===== config.mk =====
export PLATFORM = sky130hd
export DESIGN_NAME = pc_fetch_unit_flat
export DESIGN_NICKNAME = d
export VERILOG_FILES = /design/src/rtl/pc_fetch_unit_if.sv /design/src/rtl/pc_fetch_unit.sv /design/src/flat_wrapper.sv
export SDC_FILE = /design/constraint.sdc
export NUM_CORES = 1
export LEC_CHECK = 0
export BUFFER_PORTS_ARGS = -buffer_cell sky130_fd_sc_hd__buf_2
export CAP_MARGIN = 5
export CORE_UTILIZATION = 45
export DETAILED_ROUTE_END_ITERATION = 12
export PLACE_DENSITY_LB_ADDON = 0.15
export SLEW_MARGIN = 25
export SYNTH_ARGS = -nofsm -noshare
export SYNTH_HDL_FRONTEND = slang
export SYNTH_SLANG_ARGS = --single-unit

===== constraint.sdc =====
create_clock -name clk -period 2.6 [get_ports clk]
set_clock_uncertainty 0.2 [all_clocks]
set_input_delay 0.52 -clock clk [delete_from_list [all_inputs] [get_ports clk]]
set_output_delay 0.52 -clock clk [all_outputs]
set_load 0.01 [all_outputs]

===== src/rtl/pc_fetch_unit_if.sv =====
// Instruction-memory request/response bus between the fetch unit and imem.
interface pc_fetch_unit_if;
    logic        imem_req;
    logic [31:0] imem_addr;
    logic        imem_ready;
    logic [31:0] imem_rdata;

    modport master (output imem_req, output imem_addr, input imem_ready, input imem_rdata);
    modport slave  (input imem_req, input imem_addr, output imem_ready, output imem_rdata);
endinterface


===== src/rtl/pc_fetch_unit.sv =====
// MIPS fetch front end: PC register, redirect mux, imem handshake and a
// single registered instruction slot toward decode.
module pc_fetch_unit #(
    parameter logic [31:0] RESET_PC   = 32'h0000_0000,
    parameter logic [31:0] EXC_VECTOR = 32'h0000_0080
) (
    input  logic                    clk,
    input  logic                    rst_n,
    output logic [31:0]             pc_out,
    input  logic [31:0]             pc_plus4,
    pc_fetch_unit_if.master         imem,
    output logic [31:0]             instr_out,
    output logic                    instr_valid,
    input  logic                    id_stall,
    input  logic                    branch_taken,
    input  logic [31:0]             branch_target,
    input  logic                    jump_en,
    input  logic [31:0]             jump_target,
    input  logic                    exc_en,
    output logic                    misalign_err
);

    typedef enum logic [1:0] {BOOT, FETCH, FLUSH} state_t;

    state_t      state, state_next;
    logic        redirect;
    logic [31:0] raw_target;
    logic        misaligned;
    logic [31:0] redirect_pc;
    logic        accept;

    assign redirect = exc_en | jump_en | branch_taken;

    // Exception outranks jump, jump outranks branch; EXC_VECTOR is aligned,
    // so only jump/branch targets can be flagged.
    always_comb begin
        raw_target = branch_target;
        misaligned = 1'b0;
        if (exc_en) begin
            raw_target = EXC_VECTOR;
        end else if (jump_en) begin
            raw_target = jump_target;
            misaligned = (jump_target[1:0] != 2'b00);
        end else if (branch_taken) begin
            raw_target = branch_target;
            misaligned = (branch_target[1:0] != 2'b00);
        end
    end

    assign redirect_pc = misaligned ? EXC_VECTOR : raw_target;

    assign imem.imem_req  = (state == FETCH) && !(instr_valid && id_stall) && !redirect;
    assign imem.imem_addr = pc_out;
    assign accept         = imem.imem_req && imem.imem_ready;

    always_ff @(posedge clk) begin
        if (!rst_n) state <= BOOT;
        else        state <= state_next;
    end

    always_comb begin
        state_next = state;
        if (redirect) begin
            state_next = FLUSH;
        end else begin
            case (state)
                BOOT:    state_next = FETCH;
                FLUSH:   state_next = FETCH;
                FETCH:   state_next = FETCH;
                default: state_next = BOOT;
            endcase
        end
    end

    always_ff @(posedge clk) begin
        if (!rst_n) begin
            pc_out       <= RESET_PC;
            instr_out    <= 32'h0;
            instr_valid  <= 1'b0;
            misalign_err <= 1'b0;
        end else begin
            misalign_err <= redirect && misaligned;
            if (redirect) begin
                pc_out      <= redirect_pc;
                instr_valid <= 1'b0;
            end else if (accept) begin
                // Accept implies any held instruction is handed off this edge.
                instr_out   <= imem.imem_rdata;
                instr_valid <= 1'b1;
                pc_out      <= pc_plus4;
            end else if (instr_valid && !id_stall) begin
                instr_valid <= 1'b0;
            end
        end
    end

endmodule


===== src/flat_wrapper.sv =====
// flat-port wrapper written by rule: the top's interface ports become plain ports
module pc_fetch_unit_flat 
#(
    parameter logic [31:0] RESET_PC   = 32'h0000_0000,
    parameter logic [31:0] EXC_VECTOR = 32'h0000_0080
)
  (clk, rst_n, pc_out, pc_plus4, instr_out, instr_valid, id_stall, branch_taken, branch_target, jump_en, jump_target, exc_en, misalign_err, imem_imem_req, imem_imem_addr, imem_imem_ready, imem_imem_rdata);
  pc_fetch_unit_if imem_i ();
  input  logic clk;
  input  logic rst_n;
  output logic [31:0] pc_out;
  input  logic [31:0] pc_plus4;
  output logic [31:0] instr_out;
  output logic instr_valid;
  input  logic id_stall;
  input  logic branch_taken;
  input  logic [31:0] branch_target;
  input  logic jump_en;
  input  logic [31:0] jump_target;
  input  logic exc_en;
  output logic misalign_err;
  output wire logic [$bits(imem_i.imem_req)-1:0] imem_imem_req;
  output wire logic [$bits(imem_i.imem_addr)-1:0] imem_imem_addr;
  input wire logic [$bits(imem_i.imem_ready)-1:0] imem_imem_ready;
  input wire logic [$bits(imem_i.imem_rdata)-1:0] imem_imem_rdata;
  assign imem_imem_req = imem_i.imem_req;
  assign imem_imem_addr = imem_i.imem_addr;
  assign imem_i.imem_ready = imem_imem_ready;
  assign imem_i.imem_rdata = imem_imem_rdata;
  pc_fetch_unit #(.RESET_PC(RESET_PC), .EXC_VECTOR(EXC_VECTOR)) u_core (.clk(clk), .rst_n(rst_n), .pc_out(pc_out), .pc_plus4(pc_plus4), .imem(imem_i), .instr_out(instr_out), .instr_valid(instr_valid), .id_stall(id_stall), .branch_taken(branch_taken), .branch_target(branch_target), .jump_en(jump_en), .jump_target(jump_target), .exc_en(exc_en), .misalign_err(misalign_err));
endmodule

==> metrics.cfg <==
[routing]
remaining_drc_errors=0
wire_per_inst_um=18.20
drt_wl_total_mm=13.01
ant_nets=0
vias=4190
drt_iter0_markers=139
routed_via_density=5.860
dr.pass1.iters=4

[synth]
ys_seq_area_frac=0.3167
syn_inst=406
yosys_warnings=0
yosysTopAreaCell=dfxtp_1
synth_area_per_cell_um2=10.59
yosysUniqueCellTypes=32
netlist_area_mm2=0.004298
syn_nets=541
synth_top_area_share=0.3167
ys_ff_latch=68
synth.area.top_cells=dfxtp_1, o41ai_2, a211oi_2, o221a_1, o41a_1

[critical_path]
slowest_stage=or3_1
cp-start-kind=input pin
crit_path_end_kind=primary output
path_cells=buf_2 > or3_1 > nor3_1 > buf_2
required_ns=1.88
critPathMaxFanout=4
worstSetupPathType=input pin to primary output
r2r_end=u_core.imem.imem_addr[24]
critPathArrivalTime_ns=1.48
crit_top_cell=buf_2
crit_family=simple AND/OR/NAND/NOR gates
max_stage_delay_ns=0.42
crit_cells=4
r2r_setup_slack_ns=0.71
r2r_cells=4
cp_num_buf_inv=2
reg2reg_from=u_core.state[1]

[die]
die-height_um=99.73
dieArea_mm2=0.009946
initial_core_util=0.4651
fp-row-count=35
die_x_um=99.73
io_pins=234
coreArea_mm2=0.009240

[min_path]
hold_class=input pin to flop
hold_depth=3
whs_endpoint=u_core.instr_out[5]
hold_start=imem_imem_rdata[5]

[clock_network]
tritoncts=built
h-tree-depth=3
postCtsHoldBufs=0
clk_pin_slew_ns=0.08
cts_buffer_depth=2
cts_sinks=68
cts_resized=0
cts_setup_buffers=0
root_buffer=clkbuf_8
insertion_delay_ns=0.33
cts_buffers=9

[pwr]
p_leak_uw=0.002338
powerDensity_mw_per_mm2=460.7
vdd_ir_drop_max_mv=0.2349

[timing]
finalSetupViolations=0
hold_viol=0
finalSetupTns_ns=0
tightest_slew_ns=0.5121
fmax_mhz=454.2
slew_violations=0
slew_headroom=0.6586
rsz0062_at_grt=false
min_period_over_period=0.8468
layout_setup_ws_ns=0.3983
min_period_ns=2.202

[global_route]
grtUsageTotal=0.2575
grt_pass1_vias=3924
antenna_found_initial=0
grt-ovfl-total=0
grt_max_degree=33
grt_pass1_wl_mm=20.18

[outcome]
status=finished clean

[layout]
finalNetCount=716
drive_above_1_share=0.5819
syn2layout_area_growth_pct=29.84
nFillCells=855
num_antenna_cells=0

[place]
place.gp.congestion=0.7716
dpl_worst_slack_ns=0.3398
io_buffers=233
dp_hpwl_mm=9.128

[flow_run]
max_cap_viol_count=0

-- how the worst max path moves through the flow --
stage / startpoint / slack [ns] / endpoint
6_report: exc_en / 0.40 / imem_imem_req
5_1_grt: exc_en / 0.33 / imem_imem_req
4_1_cts: exc_en / 0.39 / imem_imem_req
3_5_place_dp: exc_en / 0.34 / u_core.instr_out[1]
3_3_place_gp: exc_en / 0.36 / u_core.instr_out[2]
2_1_floorplan: jump_en / 0.27 / imem_imem_req
-- layout make-up --
| cell class | count | area (µm²) | area share |
|---|---|---|---|
| multi-input cells | 242 | 2411 | 0.4321 |
| repair buffers | 258 | 1391 | 0.2493 |
| flip-flops and latches | 68 | 1361 | 0.2439 |
| well taps | 129 | 161.4 | 0.02892 |
| clock buffers | 9 | 123.9 | 0.02220 |
| clock inverters | 7 | 123.9 | 0.02220 |
| inverters | 2 | 7.507 | 0.001345 |
-- layout by cell type (no fill, tap or decap), types with 3 or more instances in the layout --
master     instances
buf_2            233
clkbuf_8           9
a211oi_2          28
dfxtp_1           68
mux2i_1           30
o221a_1           29
bufinv_16          3
buf_12             3
o41ai_2           29
buf_4             22
nand2_1            3
a21oi_1           37
o41a_1            29
nand4_1           34
o41ai_1            3
-- where the power goes --
part           switching [µW]  internal (µW)
Combinational             225            184
Sequential               17.4           1060
Clock                     438            644
-- synthesized netlist by cell type --
library cell / number
nor4b_4: 1
a211oi_1: 1
nor2b_1: 1
or3b_1: 1
a21oi_1: 37
buf_6: 7
o31ai_1: 3
o41ai_1: 3
a211oi_2: 28
o221a_1: 29
o41ai_2: 29
o41a_1: 29
nand2_1: 3
o21bai_1: 1
buf_1: 3
mux2i_1: 30
nand2b_1: 1
clkinv_1: 1
a311oi_1: 1
dfxtp_1: 68
nor2_1: 2
buf_2: 18
nor3_2: 1
inv_2: 1
nor3_1: 2
clkbuf_1: 30
nand4_1: 34
nor4b_1: 1
a2111oi_0: 1
buf_4: 36
or3_1: 2
and2_0: 1
-- cell families after synthesis --
kind of cell           count (synthesis)  share of synthesized area
AOI/OAI and AO/OA                    162                     0.4052
buffers and inverters                 96                     0.1328
DFF                                   68                     0.3167
muxes                                 30                    0.06987
and+or+nand+nor                       50                    0.07540
-- registers in the layout, indices dropped and copies added (netlist names) --
| name | cells |
|---|---|
| u_core.imem.imem_addr | 32 |
| u_core.instr_out | 32 |
| u_core.state | 2 |
| u_core.instr_valid | 1 |
| u_core.misalign_err | 1 |
-- worst min-delay path, stage by stage --
cell and delay (ns):
buf_2 0.09, nand4_1 0.06, a21oi_1 0.05
-- metal layers --
layer	vias to the layer above	track usage	wire length (µm)
li1	1981	-	-
met1	2007	0.3397	5550
met2	189	0.4366	6572
met3	13	0.03162	725
met4	0	0.08145	164
met5	-	0	0
-- per-stage QoR --
stage                 util  power, µW  area, µm²  std cells  hold WS [ns]
global placement    0.5771       1512       5333        699        0.2443
global route        0.6039       2677       5580        715        0.2141
detailed placement  0.5771       1515       5333        699        0.2506
finish              0.6039       2571       5580        715        0.2208
CTS                 0.6039       2602       5580        715        0.2103
floorplan                -       1342       4298        406        0.2225
(Power assumes the default switching activity.)
